File: src/rtl/ldl_fifo_pkg.sv
// Shared constants and helpers for the ldl synchronous FIFO controller.
package ldl_fifo_pkg;

  localparam int unsigned OBUF_DEPTH = 2;

  // Pointer increment that wraps from depth-1 back to 0; depth need not be a power of 2.
  function automatic int unsigned ptr_inc_wrap(input int unsigned ptr, input int unsigned depth);
    return (ptr == depth - 1) ? 0 : ptr + 1;
  endfunction

endpackage

File: src/rtl/ldl_fifo_obuf.sv
// Two-entry first-word-fall-through output buffer. Entry e0 is always the head;
// words arriving on ld are appended behind any word already held.
module ldl_fifo_obuf
  import ldl_fifo_pkg::*;
#(
  parameter int DW = 8
) (
  input  logic          clk,
  input  logic          rst,
  input  logic          ld,
  input  logic [DW-1:0] din,
  output logic          pop_valid,
  input  logic          pop_ready,
  output logic [DW-1:0] pop_data,
  output logic [1:0]    cnt
);

  logic [DW-1:0] e0, e1;
  logic          pop, take;

  assign pop       = pop_valid && pop_ready;
  // A full buffer can still take a word in the same cycle its head leaves.
  assign take      = ld && ((cnt < 2'(OBUF_DEPTH)) || pop);
  assign pop_valid = (cnt != 2'd0);
  assign pop_data  = e0;

  // NOTE: sequential state is assigned with <= only, so every register here sees the
  // pre-edge values of its neighbours and the shift e0 <= e1 is order-independent.
  always_ff @(posedge clk) begin
    if (rst) begin
      cnt <= 2'd0;
      // NOTE: the data entries are reset as well because pop_data must read 0 after
      // reset; a large storage array would normally be left unreset.
      e0  <= '0;
      e1  <= '0;
    end else begin
      unique case ({pop, take})
        2'b10: begin
          e0  <= e1;
          cnt <= cnt - 2'd1;
        end
        2'b01: begin
          if (cnt == 2'd0) e0 <= din;
          else             e1 <= din;
          cnt <= cnt + 2'd1;
        end
        2'b11: begin
          if (cnt == 2'd1) begin
            e0 <= din;
          end else begin
            e0 <= e1;
            e1 <= din;
          end
        end
        default: ;
      endcase
    end
  end

endmodule

File: src/rtl/ldl_sfifo_ctrl_v1.sv
// Synchronous FIFO controller for an external registered-read RAM with a 2-entry FWFT
// output buffer. Define LDL_SFIFO_CHK_EN to enable the sticky read-valid protocol check on err.
module ldl_sfifo_ctrl_v1
  import ldl_fifo_pkg::*;
#(
  parameter int unsigned DW    = 8,
  parameter int unsigned DEPTH = 10,
  parameter int unsigned AW    = $clog2(DEPTH),
  parameter int unsigned CW    = $clog2(DEPTH + 3)
) (
  input  logic          clk,
  input  logic          rst,
  input  logic          push_valid,
  output logic          push_ready,
  input  logic [DW-1:0] push_data,
  output logic          pop_valid,
  input  logic          pop_ready,
  output logic [DW-1:0] pop_data,
  output logic          ram_we,
  output logic [AW-1:0] ram_wa,
  output logic [DW-1:0] ram_din,
  output logic          ram_re,
  output logic [AW-1:0] ram_ra,
  input  logic [DW-1:0] ram_dout,
  input  logic          ram_rv,
  output logic [CW-1:0] count,
  output logic          err
);

  logic [AW-1:0] wptr, rptr;
  logic [CW-1:0] ram_cnt;
  logic          inflight;
  logic [1:0]    obuf_cnt;
  logic          push_fire, pop_fire;
  logic [2:0]    occ;

  // Depends only on registered state (and rst), never on pop_ready.
  assign push_ready = !rst && (ram_cnt != CW'(DEPTH));
  assign push_fire  = push_valid && push_ready;

  assign ram_we  = push_fire;
  assign ram_wa  = wptr;
  assign ram_din = push_data;

  // Issue a read only if the buffer has a slot for it once this cycle's pop leaves.
  // ram_cnt excludes the word being written now, so rptr never equals a live wptr.
  assign pop_fire = pop_valid && pop_ready;
  assign occ      = {1'b0, obuf_cnt} + {2'b00, inflight};
  assign ram_re   = !rst && (ram_cnt != '0) && (occ < 3'(OBUF_DEPTH) + {2'b00, pop_fire});
  assign ram_ra   = rptr;

  always_ff @(posedge clk) begin
    if (rst) begin
      wptr     <= '0;
      rptr     <= '0;
      ram_cnt  <= '0;
      inflight <= 1'b0;
    end else begin
      if (push_fire) wptr <= AW'(ptr_inc_wrap(32'(wptr), DEPTH));
      if (ram_re)    rptr <= AW'(ptr_inc_wrap(32'(rptr), DEPTH));
      ram_cnt  <= ram_cnt + CW'(push_fire) - CW'(ram_re);
      inflight <= ram_re;
    end
  end

  assign count = ram_cnt + CW'(inflight) + CW'(obuf_cnt);

  ldl_fifo_obuf #(
    .DW(DW)
  ) u_obuf (
    .clk      (clk),
    .rst      (rst),
    .ld       (ram_rv),
    .din      (ram_dout),
    .pop_valid(pop_valid),
    .pop_ready(pop_ready),
    .pop_data (pop_data),
    .cnt      (obuf_cnt)
  );

`ifdef LDL_SFIFO_CHK_EN
  logic err_q;

  // A read-valid must arrive exactly one cycle after each issued read.
  always_ff @(posedge clk) begin
    if (rst)                    err_q <= 1'b0;
    else if (inflight != ram_rv) err_q <= 1'b1;
  end

  assign err = err_q;
`else
  assign err = 1'b0;
`endif

endmodule
File: config.mk
export PLATFORM = sky130hd
export DESIGN_NAME = ldl_sfifo_ctrl_v1
export DESIGN_NICKNAME = d
export VERILOG_FILES = /design/src/rtl/ldl_fifo_pkg.sv /design/src/rtl/ldl_fifo_obuf.sv /design/src/rtl/ldl_sfifo_ctrl_v1.sv
export SDC_FILE = /design/constraint.sdc
export NUM_CORES = 1
export LEC_CHECK = 0
export ABC_AREA = 1
export CORE_MARGIN = 1
export CORE_UTILIZATION = 30
export DETAILED_ROUTE_END_ITERATION = 12
export PLACE_DENSITY = 0.51
export SETUP_SLACK_MARGIN = 0.3
export SYNTH_ARGS = -nofsm -noshare
export SYNTH_HDL_FRONTEND = slang
export SYNTH_SLANG_ARGS = --single-unit
export TNS_END_PERCENT = 1
File: constraint.sdc
create_clock -name clk -period 3.05 [get_ports clk]
set_clock_uncertainty 0.15 [all_clocks]
set_input_delay 0.61 -clock clk [delete_from_list [all_inputs] [get_ports clk]]
set_output_delay 0.61 -clock clk [all_outputs]
set_load 0.03 [all_outputs]
# --- Word level (Yosys, flattened, before mapping) ---
# Index checks and enable logic that the tools add are counted.
word_totals:
  elab_cells: 54
  ramBits: 0
  latch_bits: 0
  mem_count: 0
  register_bits: 31
  input_bits: 21
  romBits: 0
  out_inout_bits: 33
classes:
  n_eq_ne: 10
  bitwise: 0
  shift: 0
  div_mod_pow: 0
  multipliers: 0
  add_sub_neg: 10
  n_mux: 9
  n_reduce_logical: 16
  magnitude_cmp: 2
ops:
  columns: ["operator", "count"]
  rows:
  - ["$mux 8", 4]
  - ["$pmux 8 s3", 1]
  - ["$pmux 8 s2", 1]
  - ["$add 4x1->4", 2]
  - ["$add 4x1->4 const B", 2]
  - ["$eq 4x4->1 const B", 2]
  - ["$mux 4", 2]
  - ["$logic_and 1x1->1", 6]
  - ["$reduce_bool 2->1", 3]
  - ["$add 4x2->4", 1]
  - ["$eq 2x1->1 const B", 2]
  - ["$eq 2x2->1 const B", 2]
  - ["$ne 2x2->1 const B", 2]
  - ["$ne 4x4->1 const B", 1]
  - ["$pmux 2 s2", 1]
  - ["$reduce_bool 4->1", 1]
  - ["$sub 4x1->4", 1]
  - ["$add 2x1->3", 1]
  - ["$add 2x1->3 const A", 1]
  - ["$lt 3x3->1", 1]
  - ["$reduce_and 3->1", 1]
  - ["$reduce_bool 3->1", 1]
  - ["$add 2x1->2 const B", 1]
  - ["$logic_not 2->1", 1]
  - ["6 further kinds", 6]

# --- Longest topological paths before layout ---
logic_depth:
  word_depth: 7
  ltp_mapped: 16
  depth_no_buf: 16

# --- Hierarchy ---
# A second synthesis with hierarchy kept.
unflattened:
  cells_unflattened: 279
  area_unflattened_um2: 1950.6
by_module_without_submodules:
  columns: ["mod", "area_per_inst_um2", "instances", "seq_area_each_um2", "cells_each"]
  rows:
  - ["ldl_sfifo_ctrl_v1", 993.5, 1, 260.2, 138]
  - ["ldl_fifo_obuf", 957.2, 1, 360.3, 141]

# --- Worst setup path before layout ---
# No wires, ideal clock.
synth_path:
  path_type: "register to register"
  startpoint: "register u_obuf.cnt[1]"
  endpoint: "register ram_cnt[2]"
  path_buffers: 0
  period_less_slack_ps: 2791
  stages_incl_launch_ff: 15
  slack_ps: 259
  required_ps: 2786
  t_arrival_ps: 2527
  path_cell_list: "dfxtp_1 inv_1 ha_1 inv_1 nand3_1 nand2_1 nand2_1 inv_2 ha_1 inv_1 ha_1 inv_1 fa_1 xor2_1 nor2_1"
synth_between:
  elab_chain_cells: 6
  elab_cells_between_ends: 7
  classes_between: "3 x add/sub; 1 x order compare; 3 x reduce/logical"
synth_rtl:
  columns: ["item", "line", "source"]
  rows:
  - ["start: declaration", "ldl_fifo_obuf.sv:15", "output logic [1:0] cnt"]
  - ["start signal: assignment", "ldl_fifo_obuf.sv:40", "cnt <= cnt - 2'd1;"]
  - ["start signal: assignment", "ldl_fifo_obuf.sv:45", "cnt <= cnt + 2'd1;"]
  - ["$reduce_bool 2->1", "ldl_fifo_obuf.sv:24", "assign pop_valid = (cnt != 2'd0);"]
  - ["net pop_valid", "ldl_sfifo_ctrl_v1.sv:16", "output logic pop_valid,"]
  - ["$logic_and 1x1->1", "ldl_sfifo_ctrl_v1.sv:47", "assign pop_fire = pop_valid && pop_ready;"]
  - ["$add 2x1->3", "ldl_sfifo_ctrl_v1.sv:49", "assign ram_re = !rst && (ram_cnt != '0) && (occ < 3'(OBUF_DEPTH) + {2'b00, pop_fire});"]
  - ["$lt 3x3->1", "ldl_sfifo_ctrl_v1.sv:49", null]
  - ["$logic_and 1x1->1", "ldl_sfifo_ctrl_v1.sv:49", null]
  - ["net ram_re", "ldl_sfifo_ctrl_v1.sv:22", "output logic ram_re,"]
  - ["$sub 4x1->4", "ldl_sfifo_ctrl_v1.sv:61", "ram_cnt <= ram_cnt + CW'(push_fire) - CW'(ram_re);"]
  - ["end signal: assignment", "ldl_sfifo_ctrl_v1.sv:61", null]
  - ["end: declaration", "ldl_sfifo_ctrl_v1.sv:31", "logic [CW-1:0] ram_cnt;"]
# The timed path passes the listed nets, and every way through them passes these cells.
# A chain may end at the register's enable or synchronous reset.

# --- Final worst setup path ---
layout_path:
  startpoint: "register ram_cnt[0]"
  endpoint: "output port count[2]"
layout_between:
  elab_chain_cells: 2
layout_rtl:
  columns: ["item", "line", "source"]
  rows:
  - ["$add 4x1->4", "ldl_sfifo_ctrl_v1.sv:66", "assign count = ram_cnt + CW'(inflight) + CW'(obuf_cnt);"]
  - ["$add 4x2->4", "ldl_sfifo_ctrl_v1.sv:66", null]
  - ["end: declaration", "ldl_sfifo_ctrl_v1.sv:26", "output logic [CW-1:0] count,"]
# Every way passes these cells.

==> impl_metrics.tcl <==
set metrics [dict create \
    yosysMostFrequentCell "nand2_1" \
    fin_setup_tns_ns 0 \
    slowest_delay_ns 0.42 \
    die_w_um 79.7 \
    worstHoldPathType "flip-flop to flip-flop" \
    cp.depth 6 \
    maxSlewViolCount 0 \
    start_util 0.319 \
    maxCapViolations 0 \
    dpl_cell_area_um2 2210 \
    portBuffers 36 \
    p_leak_uw 0.00110 \
    clk-insertion-delay-late_ns 0.28 \
    clkPwrFrac 0.177 \
    worst_hold_slack_ns 0.295 \
    synthesis.nets 297 \
    rows 27 \
    routabilityCongestion 0.782 \
    syn-instance-count 260 \
    power.density_nw_per_um2 1020 \
    antenna_left 0 \
    r2r_cells 14 \
    syn2layout_area_growth_pct 28.0 \
    wl_um 3640 \
    route.detailed.drc 0 \
    crit_type "flip-flop to output pin" \
    path_buf_inv 3 \
    grt_setup_unrepaired "yes" \
    cp_top_family "adder cells" \
    vias 1568 \
    ys_ff_latch 31 \
    end_kind "output pin" \
    seq_area_um2 623 \
    drtIter0Drc 40 \
    die-area_um2 6350 \
    core_um2 5680 \
    combPwrFrac 0.555 \
    antenna_cells 0 \
    yosys-top-cells-count "54 x nand2_1, 49 x inv_1, 33 x nor2_1" \
    finalHoldViolCount 0 \
    max_freq_ghz 0.370 \
    ys_seq_area_frac 0.343 \
    grt_use_total 0.127 \
    min_path_cells 2 \
    fill_cells 626 \
    fin_crit_ns 2.70 \
    pre_cts_ws_ns 0.143 \
    synth_edf_count 0 \
    synth_top_cell_area_share 0.343 \
    intPower_uw 1320 \
    cp_slowest_cell "fa_1" \
    fin_nets 333 \
    ff2ff_setup_slack_ns 0.50 \
    cts_root_buffer "clkbuf_8" \
    cp.required_ns 2.29 \
    drive_gt1_frac 0.0976 \
    worst_ep_arrival_time_ns 1.94 \
    cts_tree "yes" \
    grt_pass1_vias 1442 \
    grt_max_degree 27 \
    switchingPower_uw 1050 \
    cts.clk_slew.worst_paths_ns 0.07 \
    yosys_warnings 0 \
    synth_area_leader_cell "dfxtp_1" \
    fin_area_um2 2320 \
    path_max_fanout 3 \
    status "completed" \
    grt_overflow 0 \
    synth_area_per_cell_um2 6.97 \
    grt_pass1_wl_um 6250 \
    ys_async_sr_fraction 0 \
    synth-main-ff-cell "dfxtp_1" \
    syn_area_um2 1810 \
    clock_path_buffers 2 \
    p_sw_frac 0.442 \
    seq_power_share 0.268 \
    ios 54 \
    multiInputGateArea_um2 906 \
    synthTopCellsByArea "dfxtp_1 34%, nand2_1 11%, inv_1 10%" \
    cts-htree-levels 2 \
    detail_route.wl_per_cell_um 9.87 \
    dr.pass1.iters 4 \
    viasPerCell 4.25 \
    antenna_found_initial 0 \
    cts_buffers 5 \
    layout_setup_ws_ns 0.347 \
    die_h_um 79.7 \
    setup_violations 0 \
    cts_sinks 31 \
    worstPathCellList "inv_1, fa_1, inv_1, fa_1, xor2_1, dlygate4sd2_1" \
    total_power_uw 2370 \
    ir_worst_vdd_uv 439 \
    synth.distinct_cells 24 \
    hold_buffers 0 \
    start_kind "flip-flop" \
    finalCritPeriodShare 0.886 \
    hpwlAfterDp_um 2740 \
]
==> logic make-up after synthesis <==
| family | count (synthesis) | share of synthesized area |
|---|---|---|
| AND/OR/NAND/NOR | 103 | 0.228 |
| buffers and inverters | 64 | 0.157 |
| AO/OA/AOI/OAI | 40 | 0.123 |
| flip-flops | 31 | 0.343 |
| adder cells (fa/ha/maj) | 16 | 0.123 |
| XOR/XNOR | 5 | 0.0242 |
| other | 1 | 0.00207 |
==> power by group through the flow <==
stage               clock network, uW  registers (uW)  logic, uW
floorplan                           0             741        880
global placement                    0             644       1360
detailed placement                  0             645       1370
CTS                               433             636       1350
global route                      449             658       1490
finish                            421             636       1320
==> placed cells by master, fill, tap and decap left out, types with 2 or more instances in the layout <==
master / instances
dfxtp_1: 29
clkbuf_8: 6
clkdlybuf4s50_1: 30
inv_2: 3
nand2_1: 54
xor2_1: 4
nand3_1: 11
nor2_2: 2
a21oi_1: 16
nor2_1: 33
o21ai_0: 20
dfxtp_2: 2
inv_1: 48
fa_1: 3
ha_1: 13
buf_4: 9
==> worst reg2reg max path, stage by stage, from the launching register on <==
cell	delay [ns]
dfxtp_2	0.34
inv_1	0.09
ha_1	0.30
inv_2	0.06
nand3_1	0.07
nand2_1	0.12
nand2_1	0.15
inv_2	0.07
ha_1	0.29
inv_1	0.06
ha_1	0.15
inv_1	0.05
fa_1	0.37
xor2_1	0.13
nor2_1	0.05
==> metal layers <==
metal  GRT usage  share of wire  vias up
met4      0.0545          0.015        0
met1       0.149           0.46      673
met3      0.0354          0.057        8
met5           0              0        -
li1            -              -      851
met2       0.213           0.46       36
==> what timing repair did <==
action                                  4_1_cts  5_1_grt
endpoints found under the setup margin        3        7
pin swaps                                     0        0
setup buffers                                 0        0
resized for setup                             3        5
hold endpoints to repair                      0        0
==> sequential cells by signal, indices dropped and copies added (netlist names) <==
| register | flops |
|---|---|
| u_obuf.e1 | 8 |
| u_obuf.pop_data | 8 |
| ram_cnt | 4 |
| ram_ra | 4 |
| ram_wa | 4 |
| u_obuf.cnt | 2 |
| inflight | 1 |
==> metrics by stage <==
| step | instances | util |
|---|---|---|
| finish | 369 | 0.409 |
| global placement | 361 | 0.389 |
| global route | 369 | 0.409 |
| CTS | 369 | 0.409 |
| detailed placement | 361 | 0.389 |
| floorplan | 260 | - |
==> final timing paths <==
check,start,endpoint
max reg2reg,u_obuf.cnt[0],ram_cnt[2]
min reg2reg,u_obuf.e1[3],u_obuf.e1[3]
min,u_obuf.e1[3],u_obuf.e1[3]
max,ram_cnt[0],count[2]
==> area by class of cell <==
cell class,instances,share of cell area
Multi-Input combinational cell,165,0.391
Sequential cell,31,0.269
Timing Repair Buffer,42,0.169
Inverter,51,0.0825
Tap cell,72,0.0388
Clock buffer,6,0.0356
Clock inverter,2,0.0151
Note: power is estimated with default switching activity, not from simulation.
